**config.mk**
```make
export PLATFORM = sky130hd
export DESIGN_NAME = pipe_hazard_ctrl
export DESIGN_NICKNAME = d
export VERILOG_FILES = /design/src/rtl/pipe_hazard_ctrl_pkg.sv /design/src/rtl/pipe_hazard_ctrl_match.sv /design/src/rtl/pipe_hazard_ctrl.sv
export SDC_FILE = /design/constraint.sdc
export NUM_CORES = 1
export LEC_CHECK = 0
export ABC_AREA = 1
export CORE_MARGIN = 3
export CORE_UTILIZATION = 28
export CTS_BUF_LIST = sky130_fd_sc_hd__clkbuf_8
export DETAILED_ROUTE_END_ITERATION = 12
export GPL_TIMING_DRIVEN = 0
export MAX_ROUTING_LAYER = met4
export PLACE_DENSITY = 0.57
export SYNTH_ARGS = -nofsm -noshare
export SYNTH_HDL_FRONTEND = slang
export SYNTH_SLANG_ARGS = --single-unit
export TNS_END_PERCENT = 1
```
**constraint.sdc**
```tcl
create_clock -name clk -period 4.59 [get_ports clk]
set_clock_uncertainty 0.1 [all_clocks]
set_input_delay 0.918 -clock clk [delete_from_list [all_inputs] [get_ports clk]]
set_output_delay 0.918 -clock clk [all_outputs]
set_load 0.01 [all_outputs]
```
**src/rtl/pipe_hazard_ctrl_pkg.sv**
```systemverilog
// Shared types and constants for the pipeline hazard/forwarding controller.
// Slot fields are sized for the widest supported register index. Narrower
// configurations zero-extend into them.
package pipe_ctrl_pkg;

   localparam int MAX_REG_BITS   = 8;
   localparam int MAX_FWD_STAGES = 6;

   // Operand source select: 0 = register file, k = forwarded from slot k.
   typedef logic [2:0] sel_t;
   localparam sel_t SEL_RF = 3'd0;

   // One in-flight instruction as tracked by the scoreboard shift register.
   typedef struct packed {
      logic                    valid;
      logic [MAX_REG_BITS-1:0] dest;
      logic                    wb_en;
      logic                    is_load;
      logic [MAX_REG_BITS-1:0] src1;
      logic [MAX_REG_BITS-1:0] src2;
      logic                    use2;
   } slot_t;

   localparam slot_t SLOT_EMPTY = '0;

   // Maps a slot index onto the operand select encoding.
   function automatic sel_t slot_sel(input int k);
      return sel_t'(k);
   endfunction

   // Legal parameter combinations for the controller.
   function automatic bit params_ok(input int reg_bits, input int fwd_stages, input int load_lat);
      return (reg_bits >= 1) && (reg_bits <= MAX_REG_BITS) &&
             (fwd_stages >= 1) && (fwd_stages <= MAX_FWD_STAGES) &&
             (load_lat >= 1) && (load_lat <= fwd_stages);
   endfunction

endpackage

```
**src/rtl/pipe_hazard_ctrl_match.sv**
```systemverilog
// Compares one scoreboard slot against the two source registers of the
// instruction in ID and reports which sources it would overwrite.
module pipe_dest_match
   import pipe_ctrl_pkg::*;
(
   input  logic                    valid,
   input  logic                    wb_en,
   input  logic                    is_load,
   input  logic [MAX_REG_BITS-1:0] dest,
   input  logic [MAX_REG_BITS-1:0] src1,
   input  logic [MAX_REG_BITS-1:0] src2,
   input  logic                    use2,
   output logic                    hit1,
   output logic                    hit2,
   output logic                    load_hit
);

   // A slot only matters if it really writes a register. src2 only counts when the consumer reads it.
   always_comb begin
      hit1     = valid & wb_en & (dest == src1);
      hit2     = valid & wb_en & use2 & (dest == src2);
      load_hit = is_load & (hit1 | hit2);
   end

endmodule

```
**src/rtl/pipe_hazard_ctrl.sv**
```systemverilog
// Hazard, forwarding and stall controller for the in-order pipeline.
// Slot 0 is EXE and slots 1..FWD_STAGES are the later stages. The slots
// shift forward each unheld cycle and drive stall, flush and forwarding.
module pipe_hazard_ctrl
   import pipe_ctrl_pkg::*;
#(
   parameter int REG_BITS   = 4,
   parameter int FWD_STAGES = 2,
   parameter int LOAD_LAT   = 1,
   parameter int CNT_W      = 16
) (
   input  logic                clk,
   input  logic                rst,
   input  logic                forward_en,
   input  logic                id_valid,
   input  logic [REG_BITS-1:0] id_src1,
   input  logic [REG_BITS-1:0] id_src2,
   input  logic                id_two_src,
   input  logic [REG_BITS-1:0] id_dest,
   input  logic                id_wb_en,
   input  logic                id_mem_r_en,
   input  logic                branch_taken,
   input  logic                mem_ready,
   output logic                freeze,
   output logic                bubble,
   output logic                flush,
   output logic                hold_all,
   output logic [2:0]          sel_src1,
   output logic [2:0]          sel_src2,
   output logic [CNT_W-1:0]    stall_cnt,
   output logic [CNT_W-1:0]    flush_cnt
);

   localparam int NSLOT = FWD_STAGES + 1;

   if (!params_ok(REG_BITS, FWD_STAGES, LOAD_LAT)) begin : g_bad_params
      $error("pipe_hazard_ctrl: REG_BITS, FWD_STAGES or LOAD_LAT out of range");
   end

   slot_t                   slot_q [NSLOT];
   slot_t                   slot_d [NSLOT];
   slot_t                   id_entry;
   logic [CNT_W-1:0]        stall_cnt_q, stall_cnt_d;
   logic [CNT_W-1:0]        flush_cnt_q, flush_cnt_d;
   logic [MAX_REG_BITS-1:0] id_src1_x, id_src2_x, id_dest_x;
   logic [NSLOT-1:0]        id_hit1, id_hit2, id_load_hit;
   logic                    hazard;

   assign id_src1_x = MAX_REG_BITS'(id_src1);
   assign id_src2_x = MAX_REG_BITS'(id_src2);
   assign id_dest_x = MAX_REG_BITS'(id_dest);

   for (genvar k = 0; k < NSLOT; k++) begin : g_slot
      pipe_dest_match u_id_match (
         .valid    (slot_q[k].valid),
         .wb_en    (slot_q[k].wb_en),
         .is_load  (slot_q[k].is_load),
         .dest     (slot_q[k].dest),
         .src1     (id_src1_x),
         .src2     (id_src2_x),
         .use2     (id_two_src),
         .hit1     (id_hit1[k]),
         .hit2     (id_hit2[k]),
         .load_hit (id_load_hit[k])
      );
   end

   // Raise a hazard on an unresolved RAW. With forwarding only young loads stall. Without it, any producer that has not yet written back stalls.
   always_comb begin
      hazard = 1'b0;
      for (int k = 0; k < NSLOT; k++) begin
         if (forward_en) begin
            if ((k < LOAD_LAT) && id_load_hit[k]) hazard = 1'b1;
         end else begin
            if ((k < FWD_STAGES) && (id_hit1[k] | id_hit2[k])) hazard = 1'b1;
         end
      end
      hazard   = hazard & id_valid;
      hold_all = ~mem_ready;
      flush    = branch_taken & mem_ready;
      freeze   = hazard & ~flush;
      bubble   = freeze;
   end

   // Pick the youngest later stage that writes each EXE operand. The scan runs oldest-first so the youngest match is the one that remains.
   always_comb begin
      sel_src1 = SEL_RF;
      sel_src2 = SEL_RF;
      for (int k = FWD_STAGES; k >= 1; k--) begin
         if (slot_q[k].valid && slot_q[k].wb_en && (slot_q[k].dest == slot_q[0].src1))
            sel_src1 = slot_sel(k);
         if (slot_q[k].valid && slot_q[k].wb_en && slot_q[0].use2 && (slot_q[k].dest == slot_q[0].src2))
            sel_src2 = slot_sel(k);
      end
      if (!(slot_q[0].valid && forward_en)) begin
         sel_src1 = SEL_RF;
         sel_src2 = SEL_RF;
      end
   end

   // Shift the scoreboard unless memory holds the pipe. EXE gets the ID instruction, or an empty slot on a bubble, flush or idle ID.
   always_comb begin
      id_entry = '{valid: 1'b1, dest: id_dest_x, wb_en: id_wb_en, is_load: id_mem_r_en,
                   src1: id_src1_x, src2: id_src2_x, use2: id_two_src};
      for (int k = 0; k < NSLOT; k++) slot_d[k] = slot_q[k];
      if (!hold_all) begin
         for (int k = NSLOT - 1; k >= 1; k--) slot_d[k] = slot_q[k - 1];
         slot_d[0] = (bubble || flush || !id_valid) ? SLOT_EMPTY : id_entry;
      end
   end

   // Saturating performance counters, so long runs never wrap back to small values.
   always_comb begin
      stall_cnt_d = stall_cnt_q;
      flush_cnt_d = flush_cnt_q;
      if ((freeze || hold_all) && (stall_cnt_q != '1)) stall_cnt_d = stall_cnt_q + 1'b1;
      if (flush && (flush_cnt_q != '1)) flush_cnt_d = flush_cnt_q + 1'b1;
   end

   // State register. Reset empties every slot and clears the counters immediately.
   always_ff @(posedge clk or negedge rst) begin
      if (!rst) begin
         for (int k = 0; k < NSLOT; k++) slot_q[k] <= SLOT_EMPTY;
         stall_cnt_q <= '0;
         flush_cnt_q <= '0;
      end else begin
         for (int k = 0; k < NSLOT; k++) slot_q[k] <= slot_d[k];
         stall_cnt_q <= stall_cnt_d;
         flush_cnt_q <= flush_cnt_d;
      end
   end

   assign stall_cnt = stall_cnt_q;
   assign flush_cnt = flush_cnt_q;

endmodule

```
==> impl_metrics.json, run 1 <==
{
  "wirelength_um": 8750,
  "rr_endpoint": "stall_cnt[15]",
  "post-place-ws_ns": 0.665,
  "htree_levels": 3,
  "cpPeakStageDelay_ns": 0.56,
  "rsz0062_at_grt": "false",
  "ys_seq_elements": 60,
  "cts_tree": "done",
  "start_util": 0.288,
  "portBuffers": 59,
  "async_flop_share": 1.00,
  "worstPathCellList": "clkdlybuf4s50_1 -> inv_1 -> nand2_1 -> nand2_1 -> nor2_1 -> nand3_1 -> nand2_1 -> nand2_2 -> nand2_2 -> nand2_4 -> inv_1 -> buf_4 -> clkdlybuf4s50_1",
  "status": "finished clean",
  "cp.required_ns": 3.57,
  "grt_max_degree": 61,
  "tightest_slew_ns": 0.786,
  "antenna_found_initial": 0,
  "grt_pass1_wl_um": 14900,
  "fin_nets": 537,
  "rows": 40,
  "setup.worst_path.end_class": "primary output",
  "placed_area_mm2": 0.00427,
  "syn_avg_cell_area_um2": 7.83,
  "core_mm2": 0.0121,
  "synth-edff-count": 0,
  "setup_slack_ns": 0.708,
  "hpwl_um": 6570,
  "cts_resized": 0,
  "min_period_ns": 3.88,
  "path_max_fanout": 3,
  "dieArea_mm2": 0.0138,
  "setup_violations": 0,
  "critPathCapture": "freeze",
  "cts_num_sinks": 60,
  "netlist_area_mm2": 0.00347,
  "layout-drive-gt1-share": 0.104,
  "cts_buffers": 9,
  "crit_path_frequent_cell": "nand2_1",
  "critical_path_class": "in2out",
  "route.detailed.drc": 0,
  "gp_congestion": 0.868,
  "ir_worst_vdd_mv": 0.188,
  "synth_seq_area_share": 0.433,
  "vias": 3066,
  "insertion_delay_ns": 0.35,
  "antenna_cells": 0,
  "maxSlewViolCount": 0,
  "rrSetupSlack_ns": 2.62,
  "max-cap-violations": 0,
  "wl_per_cell_um": 12.7,
  "overflow": 0,
  "cts-root-buf": "clkbuf_8",
  "p_leak_uw": 0.00207,
  "finalHoldViolations": 0,
  "drtPass1Iterations": 4,
  "area_growth_pct": 29.6,
  "fmax_mhz": 258,
  "grt_usage": 0.136,
  "boundaryPins": 63,
  "cts_hold_buf": 0,
  "post_cts_buffers": 0,
  "synth_flop_cell": "dfrtp_1",
  "slew_headroom": 0.476,
  "p_per_area_mw_per_mm2": 355,
  "clkTransAtPathRegs_ns": 0.07,
  "slowest_stage": "clkdlybuf4s50_1",
  "syn-instance-count": 443,
  "antenna_left": 0,
  "reg2regPathDepth": 9,
  "hold_path.class": "reg2reg",
  "tns_ns": 0,
  "critPathLaunch": "id_src2[0]",
  "grt_pass1_vias": 3049,
  "final_area_mm2": 0.00450,
  "die_h_um": 117,
  "synthDistinctLibCells": 33,
  "min_period_over_period": 0.846,
  "yosysWarnings": 0,
  "final_util": 0.373,
  "startpoint_type": "primary input",
  "die_w_um": 117,
  "first_iter_violations": 137,
  "clockBufferDepth": 2,
  "rr_startpoint": "stall_cnt[0]",
  "arrival_ns": 2.86,
  "routed_via_density": 4.46
}
-- cell usage after synthesis, types with 4 or more instances --
master      n  area, µm²
buf_4       4       30.0
clkbuf_1    4       15.0
dfrtp_1    60       1500
inv_1      43        161
inv_2       7       26.3
nand2_1   122        458
nand2_2    13       81.3
nand3_1    33        165
nand4_1     4       25.0
nor2_1     40        150
nor3_1     11       55.1
o21ai_0    19       95.1
o22ai_1    10       62.6
xnor2_1    18        158
xor2_1     27        236
-- routing by layer --
layer | track usage | vias up | wire (µm)
li1 | - | 1538 | -
met1 | 0.178 | 1441 | 4280
met2 | 0.206 | 68 | 3940
met3 | 0.0309 | 19 | 329
met4 | 0.0521 | 0 | 196
met5 | - | - | 0
-- layout by cell type (no fill, tap or decap), drive strengths merged --
master           n
inv             50
xnor2           18
nor2            42
dfrtp           60
xor2            27
bufinv           2
nand3           35
clkdlybuf4s50   58
a211oi           3
and3             2
buf              9
nor3            12
nor4             3
clkinvlp         3
o22ai           10
ha               2
clkbuf          14
nand4            4
clkinv           1
o211ai           1
o21ai           20
a21oi            2
mux2             1
nand2          138
conb             2
-- cells by family (layout without fill, tap and decap cells) --
kind of cell,Yosys count,after routing,share of synthesized area
and+or+nand+nor,236,236,0.307
buffers and inverters,62,137,0.0772
AOI/OAI and AO/OA,36,36,0.0584
other,1,2,0.00108
xor gates and xnor gates,45,45,0.114
muxes,1,1,0.00325
DFF,60,60,0.433
adders and majority gates,2,2,0.00721
-- worst min path at each step --
stage | start | end | slack, ns | cells after the start
floorplan | slot_q[18] | slot_q[18] | 0.34 | 2
global placement | slot_q[18] | slot_q[18] | 0.36 | 2
detailed placement | slot_q[27] | slot_q[27] | 0.36 | 2
CTS | slot_q[27] | slot_q[27] | 0.38 | 2
global route | slot_q[18] | slot_q[18] | 0.40 | 2
finish | slot_q[27] | slot_q[27] | 0.37 | 2
-- registers in the layout, indices dropped and copies added (netlist names) --
| name | count |
|---|---|
| slot_q | 28 |
| stall_cnt | 16 |
| flush_cnt | 16 |
-- final cells by class --
class | count | area [µm²]
repair buffers | 59 | 588
fillers | 1279 | 7560
multi-input cells | 322 | 1700
clock buffers | 10 | 138
plain buffers | 12 | 80.1
inverters | 50 | 188
clock inverters | 6 | 87.6
well taps | 168 | 210
flip-flops and latches | 60 | 1500
-- where the power goes --
part	switching (µW)	internal, µW	total (µW)
clock network	220	319	539
logic	184	182	366
registers	96.9	596	693
-- metrics by stage --
| stage | power [µW] | cells | hold WS (ns) |
|---|---|---|---|
| 5_1_grt | 1700 | 687 | 0.403 |
| 6_report | 1600 | 687 | 0.374 |
| 4_1_cts | 1620 | 687 | 0.377 |
| 3_3_place_gp | 1060 | 671 | 0.358 |
| 2_1_floorplan | 875 | 444 | 0.342 |
| 3_5_place_dp | 1070 | 671 | 0.360 |
-- critical path, delay by kind of cell --
family        cells  cell delay [ns]
buf+inv           5             1.36
simple gates      8             0.58
(Power assumes the default switching activity.)
==> run 2, diff against run 1 <==
PLACE_DENSITY = 0.59   (was 0.57)
clock period = 3.4 ns   (was 4.59 ns; I/O delays follow)
==> run 2 against run 1 <==
Worst setup slack got worse by 0.54 ns. Die area did not move. Critical path depth fell by 7. Cell count did not move. Sequential share of layout area rose by 0.37 points. Worst hold slack got worse by 0.044 ns. Register-to-register slack got worse by 1.2 ns. Core utilization fell by 0.40 points. Combinational power rose by 33%. Cell area fell by 1.1%. Global-route usage fell by 0.15 points. Sequential power rose by 35%.
==> impl_metrics.json, run 2 (synthesis gave the netlist of run 1 again) <==
{
  "status": "finished clean",
  "boundaryPins": 63,
  "routed_via_density": 4.40,
  "ir_worst_vdd_mv": 0.314,
  "seqPwrFrac": 0.463,
  "rows": 40,
  "insertion_delay_ns": 0.34,
  "path_delay_family": "buffers and inverters",
  "cts_hold_buf": 0,
  "p_sw_uw": 693,
  "route.detailed.drc": 0,
  "core_mm2": 0.0121,
  "cpPeakStageDelay_ns": 0.59,
  "slowest_stage": "clkdlybuf4s50_1",
  "slew_headroom": 0.479,
  "cts-root-buf": "clkbuf_8",
  "mostFrequentLayoutCell": "nand2_1",
  "fmax_mhz": 309,
  "p_int_uw": 1320,
  "setup.worst_path.end_class": "primary output",
  "drtPass1Iterations": 4,
  "grt_pass1_vias": 3067,
  "dieArea_mm2": 0.0138,
  "nFillCells": 1246,
  "startpoint_type": "primary input",
  "layout-drive-gt1-share": 0.104,
  "worstPathCellList": "clkdlybuf4s50_1 -> nand2_1 -> nor3_1 -> o211ai_1 -> nor4_1 -> clkdlybuf4s50_1",
  "p_comb_frac": 0.242,
  "min_period_over_period": 0.952,
  "netSwitchingFraction": 0.344,
  "finalHoldViolations": 0,
  "portBuffers": 59,
  "regMostFlops": "slot_q",
  "critical_path_class": "in2out",
  "antenna_left": 0,
  "placed_area_mm2": 0.00427,
  "hpwl_um": 6560,
  "clockBufferDepth": 2,
  "die_w_um": 117,
  "rsz0062_at_grt": "false",
  "overflow": 0,
  "p_per_area_mw_per_mm2": 453,
  "total_power_uw": 2020,
  "path_max_fanout": 4,
  "grt_pass1_wl_um": 14900,
  "hold_path.class": "in2async",
  "grt_usage": 0.135,
  "gp_congestion": 0.908,
  "p_leak_uw": 0.00208,
  "htree_levels": 3,
  "cp_num_buf_inv": 2,
  "clkTransAtPathRegs_ns": 0.09,
  "finalNonFillerCells": 687,
  "final_area_mm2": 0.00445,
  "cts_num_sinks": 60,
  "dp_cells": 671,
  "fin_nets": 537,
  "tightest_slew_ns": 0.782,
  "antenna_cells": 0,
  "wl_per_cell_um": 12.6,
  "crit_path_frequent_cell": "clkdlybuf4s50_1",
  "cts_buffers": 9,
  "wirelength_um": 8640,
  "setup_violations": 0,
  "cp.required_ns": 2.62,
  "grt_max_degree": 61,
  "first_iter_violations": 138,
  "antenna_found_initial": 0,
  "power_frac_clock": 0.295,
  "max-cap-violations": 0,
  "arrival_ns": 2.46,
  "largest_register_ffs": 28,
  "vias": 3022,
  "layout_common_cells": "122 x nand2_1, 60 x dfrtp_1, 52 x clkdlybuf4s50_1",
  "min_period_ns": 3.24,
  "maxSlewViolCount": 0,
  "cts_tree": "done",
  "die_h_um": 117,
  "area_growth_pct": 28.2,
  "start_util": 0.288
}
## run 2: path summary, 6_finish.rpt
check,startpoint,endpoint,slack [ns],cells after the start
max,forward_en,sel_src2[1],0.16,6
min,rst,slot_q[56],0.33,1
max reg2reg,stall_cnt[0],stall_cnt[9],1.43,9
min reg2reg,slot_q[27],slot_q[27],0.37,2
max in group asynchronous,rst,flush_cnt[1],2.36,1
min in group clk,slot_q[27],slot_q[27],0.37,2
## run 2: stage by stage
step	utilization	hold WS (ns)	setup slack (ns)	setup TNS, ns
global route	0.369	0.388	0.0567	0
floorplan	-	0.284	1.13	0
CTS	0.369	0.345	0.0713	0
global placement	0.354	0.357	-0.509	-30.24
detailed placement	0.354	0.359	-0.0258	-0.0258
finish	0.369	0.330	0.165	0
## run 2: per-layer routing
layer,part of all wire,vias to the layer above,track usage
met1,0.48,1392,0.179
met5,0,-,-
met2,0.46,74,0.204
met4,0.020,0,0.0623
met3,0.034,13,0.0193
li1,-,1543,-
## run 2: area by class of cell
cell class	count	area [µm²]	share of cell area
buffer	12	80.1	0.0180
timing repair buffer	59	584	0.131
clock buffer	9	124	0.0278
multi-input combinational	322	1700	0.383
inverter	50	188	0.0422
clock inverter	7	56.3	0.0127
sequential	60	1500	0.338
tap	168	210	0.0473
## run 2: timing repair
action,CTS,global route
endpoints found under the setup margin,1,1
pin swaps,0,0
buffers inserted,0,0
gates resized for setup,5,1
## run 2: power by group through the flow
stage               combinational (µW)  sequential, µW  clock (µW)
finish                             488             934         594
global route                       549             950         645
CTS                                497             934         617
detailed placement                 494             947           0
global placement                   489             945           0
floorplan                          228             953           0
==> run 3, diff against run 2 <==
REMOVE_ABC_BUFFERS = 1   (was default)
SKIP_LAST_GASP = 1   (was default)
==> run 3 against run 2 <==
Sequential share of layout area increased by 0.14 points. Critical endpoint is now bubble. Non-clock buffer count down 10. Clock power grew 12%. Largest power group unchanged.
==> impl_metrics.json, run 3 (synthesis gave the netlist of run 1 again) <==
{
  "status": "finished clean",
  "maxSlewViolCount": 0,
  "route.detailed.drc": 0,
  "hpwl_um": 6370,
  "grt_usage": 0.136,
  "setup.worst_path.end_class": "primary output",
  "post-place-ws_ns": -0.478,
  "dieArea_mm2": 0.0138,
  "min_period_over_period": 0.998,
  "hold_path.class": "in2async",
  "cpPeakStageDelay_ns": 0.55,
  "antenna_left": 0,
  "rows": 40,
  "antenna_cells": 0,
  "setup_violations": 0,
  "critical_path_class": "in2out",
  "grt_max_degree": 32,
  "cts_num_sinks": 60,
  "fin_hold_ws_ns": 0.291,
  "total_power_uw": 2090,
  "tightest_slew_ns": 0.713,
  "wirelength_um": 8690,
  "setup_slack_ns": 0.00614,
  "grt_pass1_vias": 2983,
  "cts_hold_buf": 0,
  "antenna_found_initial": 0,
  "routed_via_density": 4.40,
  "portBuffers": 60,
  "ir_worst_vdd_mv": 0.348,
  "crit_path_frequent_cell": "nand2_1",
  "fin_nets": 527,
  "clkTransAtPathRegs_ns": 0.06,
  "min_period_ns": 3.39,
  "first_iter_violations": 168,
  "tns_ns": 0,
  "path_max_fanout": 3,
  "boundaryPins": 63,
  "cts_tree": "done",
  "gp_congestion": 0.927,
  "regMostFlops": "slot_q",
  "clockBufferDepth": 2,
  "largest_register_ffs": 28,
  "htree_levels": 3,
  "core_mm2": 0.0121,
  "rsz0062_at_grt": "true",
  "overflow": 0,
  "slew_headroom": 0.525,
  "arrival_ns": 2.61,
  "grt_pass1_wl_um": 14900,
  "insertion_delay_ns": 0.33,
  "die_w_um": 117,
  "wl_per_cell_um": 12.9,
  "mostFrequentLayoutCell": "nand2_1",
  "max-cap-violations": 0,
  "cts-root-buf": "clkbuf_8",
  "slowest_stage": "clkdlybuf4s50_1",
  "p_per_area_mw_per_mm2": 471,
  "vias": 2977,
  "cts_buffers": 9,
  "area_growth_pct": 27.7,
  "post_cts_buffers": 0,
  "layout-drive-gt1-share": 0.0906,
  "drtPass1Iterations": 4,
  "finalHoldViolations": 0,
  "p_leak_uw": 0.00206,
  "worstPathCellList": "clkdlybuf4s50_1 -> inv_1 -> nand2_1 -> nand2_1 -> nor2_1 -> nand3_1 -> nand2_1 -> nand2_1 -> nand2_2 -> nand2_4 -> inv_1 -> clkdlybuf4s50_1",
  "startpoint_type": "primary input",
  "final_util": 0.367,
  "path_delay_family": "buffers and inverters",
  "cp.required_ns": 2.62,
  "start_util": 0.288,
  "cp_num_buf_inv": 4,
  "die_h_um": 117,
  "layout_common_cells": "122 x nand2_1, 60 x dfrtp_1, 57 x clkdlybuf4s50_1",
  "fmax_mhz": 295
}
-- run 3: cell types whose count changed in the layout (fill, tap and decap cells not counted), sizes merged --
cell / before / now
buf: 9 / 2
clkdlybuf4s50: 52 / 57
dlygate4sd2: 5 / 0
inv: 54 / 51
clkinv: 2 / 0
bufinv: 0 / 1
clkbuf: 13 / 12
clkdlybuf4s15: 0 / 1
-- run 3: final cells by class --
| type | count | area, µm² |
|---|---|---|
| clock inverter | 3 | 37.5 |
| tap | 168 | 210 |
| timing repair buffer | 61 | 619 |
| sequential | 60 | 1500 |
| inverter | 50 | 191 |
| fill | 1254 | 7630 |
| multi-input combinational | 322 | 1700 |
| clock buffer | 12 | 165 |
-- run 3: worst reg2reg max path, delay by kind of cell, from the launching register on --
family,cells,cell delay [ns]
and+or+nand+nor,8,1.16
DFF,1,0.44
adders and majority gates,1,0.26
-- run 3: where the power goes --
| group | internal, µW | switching (µW) | total [µW] | leakage [µW] |
|---|---|---|---|---|
| clock network | 390 | 276 | 666 | 0.000111 |
| logic | 243 | 242 | 484 | 0.00115 |
| registers | 805 | 133 | 938 | 0.000795 |
-- run 3: worst paths after layout --
kind,cells past startpoint,endpoint,start,slack [ns]
max,12,bubble,id_src2[2],0.006
min,1,slot_q[21],rst,0.29
max reg2reg,9,stall_cnt[2],stall_cnt[0],1.38
min reg2reg,2,slot_q[27],slot_q[27],0.38
max in group asynchronous,2,stall_cnt[11],rst,2.29
min in group clk,2,slot_q[27],slot_q[27],0.38
-- run 3: per-stage QoR --
step | area (µm²) | instances
6_report | 4430 | 676
5_1_grt | 4430 | 676
4_1_cts | 4430 | 676
3_5_place_dp | 4220 | 661
3_3_place_gp | 4200 | 660
2_1_floorplan | 3390 | 432
-- run 3: timing repair --
| item | 4_1_cts | 5_1_grt |
|---|---|---|
| endpoints found under the hold margin | 0 | 0 |
| gates resized for setup | 4 | 1 |
| setup endpoints to repair | 17 | 3 |
| cloned | 0 | 0 |
-- run 3: layer usage --
metal	routed length, µm	GRT usage	part of all wire
met3	304	0.0434	0.035
met1	4350	0.181	0.50
met2	4000	0.203	0.46
met5	0	-	0
met4	40	0.0323	0.0046
